<file path="src/rtl/uart_bridge_pkg.sv">
// Shared constants and FSM encoding for the UART command bridge.
package uart_bridge_pkg;

    localparam logic [7:0] OP_WRITE = 8'h57;
    localparam logic [7:0] OP_READ  = 8'h52;
    localparam logic [7:0] RSP_ACK  = 8'h06;
    localparam logic [7:0] RSP_NAK  = 8'h15;

    typedef enum logic [3:0] {
        ST_IDLE,
        ST_ADDR,
        ST_LEN,
        ST_WDATA,
        ST_WMEM,
        ST_RMEM,
        ST_RSEND,
        ST_ACK,
        ST_NAK
    } state_e;

    // Replace byte lane idx of a 32-bit word; used to assemble the LSB-first address.
    function automatic logic [31:0] put_byte(input logic [31:0] word, input logic [1:0] idx,
                                             input logic [7:0] b);
        logic [31:0] r;
        r = word;
        case (idx)
            2'd0: r[7:0]   = b;
            2'd1: r[15:8]  = b;
            2'd2: r[23:16] = b;
            default: r[31:24] = b;
        endcase
        return r;
    endfunction

endpackage

</file>
<file path="src/rtl/uart_mem_bridge.sv">
// Parses read/write packets from the UART receive FIFO, drives byte-wide
// memory accesses and returns ACK/NAK or read data through the send FIFO.
module uart_mem_bridge
    import uart_bridge_pkg::*;
#(
    parameter int ADDR_WIDTH     = 32,
    parameter int TIMEOUT_CYCLES = 50000
) (
    input  logic                  CLK,
    input  logic                  RST,
    input  logic [7:0]            rx_byte,
    input  logic                  rx_avail,
    output logic                  rx_pop,
    output logic [7:0]            tx_byte,
    input  logic                  tx_ready,
    output logic                  tx_push,
    output logic                  mem_req,
    output logic                  mem_we,
    output logic [ADDR_WIDTH-1:0] mem_addr,
    output logic [7:0]            mem_wdata,
    input  logic [7:0]            mem_rdata,
    input  logic                  mem_ready,
    output logic                  busy,
    output logic                  err_timeout,
    output logic                  err_opcode
);

    localparam int TW = $clog2(TIMEOUT_CYCLES + 1);

    state_e                  state_q;
    logic                    we_q;
    logic [ADDR_WIDTH-1:0]   addr_q;
    logic [8:0]              cnt_q;
    logic [TW-1:0]           timer_q;
    logic [1:0]              idx_q;
    logic                    pop_prev_q;
    logic                    push_prev_q;
    logic [7:0]              tx_byte_q;
    logic [7:0]              wdata_q;
    logic                    err_to_q;
    logic                    err_op_q;

    logic                    timed;
    logic                    expire;
    logic                    fetch;
    logic                    push;
    logic                    accept;
    logic [31:0]             addr_ins_d;
    logic [ADDR_WIDTH-1:0]   addr_inc_d;

    always_comb begin
        timed  = (state_q == ST_ADDR) || (state_q == ST_LEN) || (state_q == ST_WDATA);
        expire = timed && (timer_q == TW'(TIMEOUT_CYCLES - 1));
        // A byte arriving in the expiry cycle is left in the FIFO for IDLE to parse.
        fetch  = !RST && rx_avail && !pop_prev_q && !expire
                 && ((state_q == ST_IDLE) || timed);
        push   = !RST && tx_ready && !push_prev_q
                 && ((state_q == ST_RSEND) || (state_q == ST_ACK) || (state_q == ST_NAK));
        accept = mem_req && mem_ready;
        addr_ins_d = put_byte(32'(addr_q), idx_q, rx_byte);
        addr_inc_d = addr_q + ADDR_WIDTH'(1);
    end

    assign rx_pop      = fetch;
    assign tx_push     = push;
    assign tx_byte     = tx_byte_q;
    assign mem_req     = (state_q == ST_WMEM) || (state_q == ST_RMEM);
    assign mem_we      = (state_q == ST_WMEM);
    assign mem_addr    = addr_q;
    assign mem_wdata   = wdata_q;
    assign busy        = (state_q != ST_IDLE);
    assign err_timeout = err_to_q;
    assign err_opcode  = err_op_q;

    always_ff @(posedge CLK or posedge RST) begin
        if (RST) begin
            state_q     <= ST_IDLE;
            we_q        <= 1'b0;
            addr_q      <= '0;
            cnt_q       <= '0;
            timer_q     <= '0;
            idx_q       <= '0;
            pop_prev_q  <= 1'b0;
            push_prev_q <= 1'b0;
            tx_byte_q   <= '0;
            wdata_q     <= '0;
            err_to_q    <= 1'b0;
            err_op_q    <= 1'b0;
        end else begin
            pop_prev_q  <= fetch;
            push_prev_q <= push;
            err_to_q    <= 1'b0;
            err_op_q    <= 1'b0;

            if (!timed || fetch) timer_q <= '0;
            else                 timer_q <= timer_q + TW'(1);

            case (state_q)
                ST_IDLE: if (fetch) begin
                    idx_q <= '0;
                    if (rx_byte == OP_WRITE) begin
                        we_q    <= 1'b1;
                        state_q <= ST_ADDR;
                    end else if (rx_byte == OP_READ) begin
                        we_q    <= 1'b0;
                        state_q <= ST_ADDR;
                    end else begin
                        tx_byte_q <= RSP_NAK;
                        err_op_q  <= 1'b1;
                        state_q   <= ST_NAK;
                    end
                end
                ST_ADDR: if (expire) begin
                    err_to_q <= 1'b1;
                    state_q  <= ST_IDLE;
                end else if (fetch) begin
                    addr_q <= addr_ins_d[ADDR_WIDTH-1:0];
                    idx_q  <= idx_q + 2'd1;
                    if (idx_q == 2'd3) state_q <= ST_LEN;
                end
                ST_LEN: if (expire) begin
                    err_to_q <= 1'b1;
                    state_q  <= ST_IDLE;
                end else if (fetch) begin
                    cnt_q   <= (rx_byte == 8'h00) ? 9'd256 : {1'b0, rx_byte};
                    state_q <= we_q ? ST_WDATA : ST_RMEM;
                end
                ST_WDATA: if (expire) begin
                    err_to_q <= 1'b1;
                    state_q  <= ST_IDLE;
                end else if (fetch) begin
                    wdata_q <= rx_byte;
                    state_q <= ST_WMEM;
                end
                ST_WMEM: if (accept) begin
                    addr_q <= addr_inc_d;
                    cnt_q  <= cnt_q - 9'd1;
                    if (cnt_q == 9'd1) begin
                        tx_byte_q <= RSP_ACK;
                        state_q   <= ST_ACK;
                    end else begin
                        state_q <= ST_WDATA;
                    end
                end
                ST_RMEM: if (accept) begin
                    tx_byte_q <= mem_rdata;
                    state_q   <= ST_RSEND;
                end
                ST_RSEND: if (push) begin
                    addr_q  <= addr_inc_d;
                    cnt_q   <= cnt_q - 9'd1;
                    state_q <= (cnt_q == 9'd1) ? ST_IDLE : ST_RMEM;
                end
                ST_ACK, ST_NAK: if (push) state_q <= ST_IDLE;
                default: state_q <= ST_IDLE;
            endcase
        end
    end

endmodule

</file>
<file path="config.mk">
export PLATFORM = sky130hd
export DESIGN_NAME = uart_mem_bridge
export DESIGN_NICKNAME = d
export VERILOG_FILES = /design/src/rtl/uart_bridge_pkg.sv /design/src/rtl/uart_mem_bridge.sv
export SDC_FILE = /design/constraint.sdc
export NUM_CORES = 1
export LEC_CHECK = 0
export ABC_AREA = 1
export BUFFER_PORTS_ARGS = -buffer_cell sky130_fd_sc_hd__buf_4
export CORE_ASPECT_RATIO = 0.6
export CORE_MARGIN = 2
export CORE_UTILIZATION = 30
export DETAILED_ROUTE_END_ITERATION = 10
export GPL_TIMING_DRIVEN = 1
export PLACE_DENSITY_LB_ADDON = 0.25
export SLEW_MARGIN = 20
export SYNTH_ARGS = -nofsm -noshare
export SYNTH_HDL_FRONTEND = slang
export SYNTH_SLANG_ARGS = --single-unit
</file>
<file path="constraint.sdc">
create_clock -name CLK -period 8.2 [get_ports CLK]
set_clock_uncertainty 0.05 [all_clocks]
set_input_delay 2.46 -clock CLK [delete_from_list [all_inputs] [get_ports CLK]]
set_output_delay 2.46 -clock CLK [all_outputs]
set_load 0.02 [all_outputs]
</file>
==> results of run 1 <==
## flip-flops by register name, summed over array words and instances, names as in the netlist
register and count:
mem_addr 32, idx_q 2, timer_q 16, state_q 4, push_prev_q 1, pop_prev_q 1
err_timeout 1, we_q 1, tx_byte 8, err_opcode 1, cnt_q 9, mem_wdata 8
## cells by family (layout without fill, tap and decap cells)
group           Yosys count  after routing
compound gates           85             85
flops                    84             84
buf+inv                  97            175
fa+ha+maj                 8              8
xor+xnor                 14             14
simple gates            522            522
## per-layer routing
layer  GRT usage, %  up-vias
li1               -     2720
met1           29.1     2424
met2           22.5      153
met3           5.03       11
met4           3.16        0
met5              0        -
## worst max path at each step
stage                         to  slack, ps  cells past startpoint  start
after floorplan           rx_pop        540                      5    RST
after global placement    rx_pop       2070                      7    RST
after detailed placement  rx_pop       1990                      7    RST
after CTS                 rx_pop       1990                      7    RST
after global routing      rx_pop       1880                      7    RST
final                     rx_pop       2010                      7    RST
## cell usage after synthesis, drive strengths merged, types with 5 or more instances
cell      n
nor3     15
inv      83
xor2      5
nor2    105
ha        8
buf      12
nand3    32
a21oi    22
xnor2     9
nand4    16
o21ai    56
nand3b   15
nand2   330
dfrtp    84
## power groups by stage
stage	combinational, mW	clock [mW]	sequential [mW]
2_1_floorplan	0.537	0	0.774
3_3_place_gp	0.920	0	0.733
3_5_place_dp	0.929	0	0.732
4_1_cts	0.931	0.445	0.726
5_1_grt	1.05	0.461	0.751
6_report	0.927	0.432	0.730
## placed cells by master, fill, tap and decap left out, types with 14 or more instances in the layout
cell / n
nor2_1: 95
dfrtp_1: 84
inv_1: 76
a21oi_1: 21
nand4_1: 15
o21ai_0: 28
nand3b_1: 15
nand2_1: 324
nand3_1: 28
buf_4: 76
nor3_1: 14
o21ai_1: 27
## metrics by stage
stage / area, sq um / hold slack [ps] / std cells / total power [mW] / setup slack (ps)
finish: 6530 / 409 / 1122 / 2.09 / 2010
global route: 6530 / 426 / 1122 / 2.26 / 1880
CTS: 6500 / 413 / 1121 / 2.10 / 1990
detailed placement: 6190 / 404 / 1106 / 1.66 / 1990
global placement: 6190 / 402 / 1106 / 1.65 / 2070
floorplan: 5410 / 383 / 810 / 1.31 / 545
## area by class of cell
class                      instances  share of cell area, %
multi-input combinational        629                   44.7
sequential                        84                   32.2
timing repair buffer              77                   9.16
inverter                          83                   4.79
tap                              234                   4.48
clock buffer                      10                   3.51
clock inverter                     5                   1.19
==> key figures, run 1 <==
Final layout
  • Area grow syn2layout: 20.7%
  • Fraction of layout cells with a size suffix above 1: 13.9%
  • Seq. cell area: 0.00210 sq mm
  • Fillers: 1899
  • N_diodes: 0
  • Final core utilization: 37.5%
  • Final Net Count: 913
  • Area of the multi-input gates: 0.00292 sq mm

Synthesis
  • Async SR Flop Fraction: 100%
  • Synth top area cells: dfrtp_1 39%, nand2_1 22%, nor2_1 6.7%
  • Xor-xnor portion of the synthesized cell area: 2.27%
  • YS warnings: 0
  • Post-synthesis compound-gate area fraction: 8.47%
  • Library cells used by synthesis: 37
  • Synth Flop Type: dfrtp_1
  • Largest family of logic cells by synthesized area: simple AND/OR/NAND/NOR gates
  • Synth Cell Area: 0.00541 sq mm
  • Mux share of post-synthesis cell area: 0%
  • Synth Register Bits: 84
  • Synthesized net count: 839
  • Post-Synthesis Cells: 810
  • Simple logic cell fraction of the synthesized area: 41.2%
  • Top-area cell type share of the netlist area: 38.9%
  • EDFF count, synth: 0
  • Area leader, netlist: dfrtp_1
  • Synth Area per Inst: 6.68 sq um
  • Sequential fraction of the synthesis area: 38.9%
  • Post-Synth Adder-Cell Area: 1.85%

STA
  • Setup tns final: 0 ps
  • Fin. max-slew vios: 0
  • Actual slew at the worst max-slew pin: 875 ps
  • Final Hold Fails: 0
  • Final period util: 75.5%
  • Final setup fails: 0
  • Fmax: 0.162 GHz
  • Slew HR: 41.5%
  • Post-layout min period: 6190 ps
  • RSZ-0062 raised after global routing: false

Detailed routing
  • Met2 routed WL: 6060 um
  • Routed vias/inst: 4.73
  • Top layer in use: met4
  • M1 wire length: 9190 um
  • DR vias: 5308
  • ANT nets after route: 0
  • WL/cell: 14.8 um
  • DRC errors left: 0
  • Pre-antenna DRT Iters: 5
  • Drt first-iter violations: 448
  • Total Wirelength: 16600 um
  • DR WL met3: 1200 um

Power and ir drop
  • Power share of the clock group: 20.7%
  • Leak pwr: 3.15 nW
  • Net Sw Frac: 45.6%
  • Sw Pwr: 952 uW
  • Internal power: 1.14 mW
  • Comb pwr share: 44.4%
  • Pwr/cell area: 320 mW/mm^2
  • Sequential power share: 34.9%
  • Maximum vdd ir drop: 0.126 mV

Global route
  • Largest net degree at the start of global routing: 75
  • Initial antenna violation count: 0
  • Gr ovfl total: 0
  • GRT Resource Usage Total: 17.8%
  • First-pass GRT wire length: 25900 um
  • Vias in the first global route: 4548

Setup path
  • CP Data Arrival Time: 3680 ps
  • R2R Path End: mem_addr[26]$_DFFE_PP0P_
  • R2R cell count: 9
  • CP peak stage delay: 320 ps
  • CP Cell Sequence: buf_4 > clkinv_2 > nand2_1 > nor2_1 > nand2_4 > nor2_1 > buf_4
  • Cell family with most CP delay: simple AND/OR/NAND/NOR gates
  • Crit Path Class: primary input to primary output
  • CP Capture Type: primary output
  • Critical Path Fanout Max: 12
  • FF-to-FF Start: state_q[0]$_DFFE_PP0P_
  • Crit path launch type: primary input
  • CP max stage cell: nor2_1
  • Worst Path Buf+Inv: 3
  • WP data required: 5690 ps
  • Reg2reg setup slack: 5640 ps

Run status
  • Status: finished clean

Flow run
  • Max cap viols: 0

Clock network
  • Number of setup buffers added after CTS: 0
  • Total clock sinks: 84
  • Post-cts sizing count: 0
  • Num CTS Buffers: 9
  • Clock tree buffer depth: 2
  • CTS tree: done
  • Worst-path clk slew: 60 ps
  • Cts hold-fix bufs: 0
  • CTS root buf: clkbuf_16
  • CTS H-tree depth: 3
  • Clock latency at the later pin of the worst-skew pair: 340 ps

Floorplan
  • IO Pins: 76
  • Row count: 37
  • Starting density of the core: 31.1%
  • Die height: 108 um
  • Die W: 177 um
  • Core ar.: 0.0174 sq mm
  • Die area: 0.0192 sq mm

Place
  • Number of I/O port buffers: 75
  • Detailed placement HPWL: 12500 um
  • Routability cong.: 0.865

Min path
  • Worst Hold Launch: timer_q[0]$_DFF_PP0_
  • WHS Endpoint: timer_q[0]$_DFF_PP0_
  • HP Class: flip-flop to flip-flop
  • Hold Path Cell Cnt: 1
(Power assumes the default switching activity.)
==> run 2, diff against run 1 <==
- clock period: 8.2 -> 4.96 ns (I/O delays scaled with it)
==> run 2 against run 1 <==
Effect of this change: core utilization down 0.11 points; cell count hardly changed; first-iteration DRC count is 4.2% higher; sequential share of layout area rose by 0.093 points; sequential power grew 64%; critical path type unchanged; critical endpoint unchanged; largest cell class unchanged; highest routed layer unchanged.
==> key figures, run 2 (synthesis results as in run 1) <==
Run status
  • Status: finished clean

Floorplan
  • Row count: 37
  • IO Pins: 76
  • Die W: 177 um
  • Starting density of the core: 31.1%
  • Die area: 0.0192 sq mm
  • Core ar.: 0.0174 sq mm
  • Die height: 108 um

Setup path
  • CP Capture Type: primary output
  • Crit Path Class: primary input to primary output
  • Critical Path Fanout Max: 9
  • R2R cell count: 6
  • Crit path launch type: primary input
  • Reg2reg setup slack: 2570 ps
  • CP Data Arrival Time: 2580 ps
  • FF-to-FF Start: state_q[0]$_DFFE_PP0P_
  • WP data required: 3420 ps
  • R2R Path End: mem_addr[12]$_DFFE_PP0P_

Place
  • Routability cong.: 0.906
  • DP Area: 0.00620 sq mm
  • Number of I/O port buffers: 75
  • Inst Count DP: 1107
  • Detailed placement HPWL: 12300 um

STA
  • Final period util: 83.0%
  • Final Hold Fails: 0
  • Final setup fails: 0
  • Setup tns final: 0 ps
  • Fin. max-slew vios: 0
  • Slew HR: 42.6%
  • Actual slew at the worst max-slew pin: 859 ps
  • Fmax: 0.243 GHz
  • Post-layout min period: 4120 ps
  • RSZ-0062 raised after global routing: false

Clock network
  • CTS tree: done
  • Clock tree buffer depth: 2
  • Cts hold-fix bufs: 0
  • Clock latency at the later pin of the worst-skew pair: 350 ps
  • Num CTS Buffers: 9
  • Worst-path clk slew: 70 ps
  • CTS root buf: clkbuf_16
  • Total clock sinks: 84
  • Number of setup buffers added after CTS: 0
  • CTS H-tree depth: 3
  • Post-cts sizing count: 0

Final layout
  • Most frequent cells in the layout: 324 x nand2_1, 95 x nor2_1, 84 x dfrtp_1
  • Final Net Count: 913
  • Area grow syn2layout: 20.4%
  • Commonest non-fill, non-tap cell in the layout: nand2_1
  • N_diodes: 0
  • Final core utilization: 37.4%
  • Max FFs per register: 32
  • Post-Layout Cell Count: 1123
  • Fraction of layout cells with a size suffix above 1: 14.1%
  • Post-Layout Inst Area: 0.00651 sq mm

Detailed routing
  • ANT nets after route: 0
  • Drt first-iter violations: 467
  • DRC errors left: 0
  • DR vias: 5251
  • Total Wirelength: 16200 um
  • Routed vias/inst: 4.68
  • WL/cell: 14.4 um
  • Pre-antenna DRT Iters: 5

Power and ir drop
  • Maximum vdd ir drop: 0.216 mV
  • Pwr/cell area: 525 mW/mm^2
  • Total power: 3.42 mW
  • Leak pwr: 3.13 nW

Global route
  • Initial antenna violation count: 0
  • GRT Resource Usage Total: 17.4%
  • Gr ovfl total: 0
  • First-pass GRT wire length: 25600 um
  • Vias in the first global route: 4661
  • Largest net degree at the start of global routing: 57

Min path
  • Hold Path Cell Cnt: 1
  • WHS Endpoint: timer_q[0]$_DFF_PP0_
  • Worst Hold Launch: timer_q[0]$_DFF_PP0_
  • HP Class: flip-flop to flip-flop

Flow run
  • Max cap viols: 0
run 2: changes by cell type in the layout (fill, tap and decap cells not counted), sizes merged:
| cell | before | now |
|---|---|---|
| bufinv | 2 | 1 |
| clkbuf | 10 | 9 |
| clkinvlp | 1 | 3 |
| inv | 82 | 85 |
| clkinv | 3 | 1 |
run 2: layout make-up:
type	instances	area (sq um)
fill	1888	10900
multi-input combinational	629	2920
sequential	84	2100
timing repair buffer	77	578
inverter	83	315
tap	234	293
clock buffer	9	225
clock inverter	7	80.1
run 2: routing by layer:
layer / global-route usage, % / vias to the layer above / routed length [um]
met4: 3.57 / 0 / 109
met1: 28.7 / 2352 / 8950
met5: 0 / - / 0
met3: 4.18 / 8 / 1320
met2: 21.9 / 176 / 5830
li1: - / 2715 / -
run 2: worst max-delay path, stage by stage:
cell	delay, ps
buf_4	120
clkinvlp_4	60
nand2_1	40
nor2_1	300
nand2_4	140
nor2_1	230
buf_4	190
run 2: worst max path at each step:
stage | startpoint | to | slack [ps] | cells after the start
6_report | RST | rx_pop | 840 | 7
3_3_place_gp | RST | rx_pop | 880 | 7
2_1_floorplan | RST | rx_pop | 150 | 5
4_1_cts | RST | rx_pop | 840 | 7
3_5_place_dp | RST | rx_pop | 840 | 7
5_1_grt | RST | rx_pop | 670 | 7
run 2: metrics by stage:
stage | worst slack (ps) | hold WS, ps
2_1_floorplan | 153 | 383
3_3_place_gp | 881 | 408
3_5_place_dp | 843 | 401
4_1_cts | 839 | 418
5_1_grt | 669 | 457
6_report | 843 | 420
run 2: power breakdown:
group | switching [mW] | internal, mW | total (mW)
combinational | 0.965 | 0.549 | 1.51
sequential | 0.306 | 0.892 | 1.20
clock | 0.309 | 0.397 | 0.705
==> run 3, diff against run 2 <==
- clock period: 4.96 -> 3.3 ns (I/O delays scaled with it)
==> run 3 against run 2 <==
Effect of this change: critical path depth stayed put; combinational power is 51% higher; die area stayed put; sequential power is 50% higher; flip-flop and latch count stayed put; cell count is 0.27% higher; clock power is 53% higher; non-clock buffer count is 3 higher; via count is 1.5% higher.
==> key figures, run 3 (synthesis results as in run 1) <==
Run status
  • Status: finished clean

Clock network
  • Num CTS Buffers: 9
  • Cts hold-fix bufs: 0
  • Total clock sinks: 84
  • Number of setup buffers added after CTS: 0
  • Worst-path clk slew: 70 ps
  • Clock tree buffer depth: 2
  • CTS tree: done
  • CTS H-tree depth: 3
  • CTS root buf: clkbuf_16
  • Clock latency at the later pin of the worst-skew pair: 350 ps
  • Post-cts sizing count: 0

STA
  • RSZ-0062 raised after global routing: false
  • Worst setup margin: 324 ps
  • Actual slew at the worst max-slew pin: 713 ps
  • Final setup fails: 0
  • Fin. max-slew vios: 0
  • Fmax: 0.336 GHz
  • Final period util: 90.2%
  • Slew HR: 52.4%
  • Post-layout min period: 2980 ps
  • Final Hold Fails: 0

Setup path
  • Crit path launch type: primary input
  • R2R cell count: 9
  • Crit path from: RST
  • R2R Path End: mem_addr[24]$_DFFE_PP0P_
  • CP peak stage delay: 230 ps
  • Critical Path Fanout Max: 9
  • CP max stage cell: nor2_1
  • Reg2reg setup slack: 900 ps
  • FF-to-FF Start: state_q[0]$_DFFE_PP0P_
  • WP data required: 2260 ps
  • CP Data Arrival Time: 1940 ps
  • Most used cell, CP: buf_4
  • CP Cell Sequence: buf_4 > clkinvlp_4 > nand2_1 > nor2_1 > nand2_4 > nor2_2 > buf_4
  • CP Capture Type: primary output
  • Crit Path Class: primary input to primary output

Global route
  • Initial antenna violation count: 0
  • GRT Resource Usage Total: 18.1%
  • Vias in the first global route: 4710
  • First-pass GRT wire length: 26600 um
  • Largest net degree at the start of global routing: 50
  • Gr ovfl total: 0

Final layout
  • Fillers: 1893
  • Area grow syn2layout: 20.8%
  • Most frequent cells in the layout: 324 x nand2_1, 94 x nor2_1, 84 x dfrtp_1
  • Commonest non-fill, non-tap cell in the layout: nand2_1
  • Final Net Count: 916
  • Fraction of layout cells with a size suffix above 1: 14.5%
  • Post-Layout Inst Area: 0.00654 sq mm
  • N_diodes: 0
  • Max FFs per register: 32

Floorplan
  • Die height: 108 um
  • Starting density of the core: 31.1%
  • Die W: 177 um
  • IO Pins: 76
  • Row count: 37
  • Core ar.: 0.0174 sq mm
  • Die area: 0.0192 sq mm

Place
  • Detailed placement HPWL: 12400 um
  • DP Area: 0.00622 sq mm
  • Placement Setup Slack: 336 ps
  • Number of I/O port buffers: 75
  • Routability cong.: 0.910

Detailed routing
  • Pre-antenna DRT Iters: 5
  • DR vias: 5332
  • Routed vias/inst: 4.74
  • WL/cell: 14.6 um
  • Drt first-iter violations: 506
  • ANT nets after route: 0
  • DRC errors left: 0
  • Total Wirelength: 16400 um

Flow run
  • Max cap viols: 0

Min path
  • Hold Path Cell Cnt: 1
  • WHS Endpoint: timer_q[0]$_DFF_PP0_
  • HP Class: flip-flop to flip-flop
  • Worst Hold Launch: timer_q[0]$_DFF_PP0_

Power and ir drop
  • Leak pwr: 3.15 nW
  • Internal power: 2.78 mW
  • Pwr/cell area: 789 mW/mm^2
  • Sequential power share: 34.9%
  • Power share of the clock group: 20.9%
  • Comb pwr share: 44.2%
  • Net Sw Frac: 46.0%
  • Sw Pwr: 2.37 mW
  • Maximum vdd ir drop: 0.272 mV
-- run 3: cell count changes in the layout (fill, tap and decap cells not counted) --
cell | before | now
nor2_2 | 7 | 9
buf_4 | 77 | 80
nor2_4 | 3 | 2
nor2_1 | 95 | 94
clkbuf_8 | 0 | 1
inv_6 | 3 | 2
-- run 3: area by class of cell --
type | count | area [sq um] | share of cell area (%)
clock buffer | 10 | 239 | 3.66
clock inverter | 6 | 71.3 | 1.09
inverter | 83 | 315 | 4.82
multi-input combinational | 629 | 2910 | 44.6
sequential | 84 | 2100 | 32.2
tap | 234 | 293 | 4.48
timing repair buffer | 80 | 601 | 9.19
-- run 3: worst max-delay path by stage --
| stage | slack, ps | cells after the start | end |
|---|---|---|---|
| finish | 320 | 7 | rx_pop |
| CTS | 320 | 7 | rx_pop |
| global route | 260 | 7 | rx_pop |
| floorplan | -420 | 5 | rx_pop |
| global placement | 400 | 7 | rx_pop |
| detailed placement | 340 | 7 | rx_pop |
-- run 3: per-layer routing --
| metal | part of all wire [%] | global-route usage, % | routed length (um) |
|---|---|---|---|
| met2 | 36 | 22.3 | 5890 |
| met1 | 54 | 30.2 | 8910 |
| met4 | 0.54 | 3.04 | 88 |
| met5 | 0 | 0 | 0 |
| met3 | 9.4 | 4.78 | 1540 |
-- run 3: critical path: cells and delay by family --
family | cells | cell delay, ps
AND/OR/NAND/NOR | 4 | 590
buffers and inverters | 3 | 360
-- run 3: through the flow --
step / hold WS (ps) / TNS [ps] / power, mW / util (%) / instances
floorplan: 383 / -421 / 3.26 / - / 810
global placement: 412 / 0 / 4.08 / 35.8 / 1110
detailed placement: 414 / 0 / 4.09 / 35.8 / 1110
CTS: 423 / 0 / 5.19 / 37.5 / 1126
global route: 462 / 0 / 5.60 / 37.5 / 1126
finish: 420 / 0 / 5.16 / 37.5 / 1126
-- run 3: power groups by stage --
| stage | logic [mW] | clock network (mW) | registers [mW] |
|---|---|---|---|
| 2_1_floorplan | 1.34 | 0 | 1.92 |
| 3_3_place_gp | 2.27 | 0 | 1.81 |
| 3_5_place_dp | 2.28 | 0 | 1.81 |
| 4_1_cts | 2.29 | 1.10 | 1.80 |
| 5_1_grt | 2.60 | 1.15 | 1.86 |
| 6_report | 2.28 | 1.08 | 1.80 |
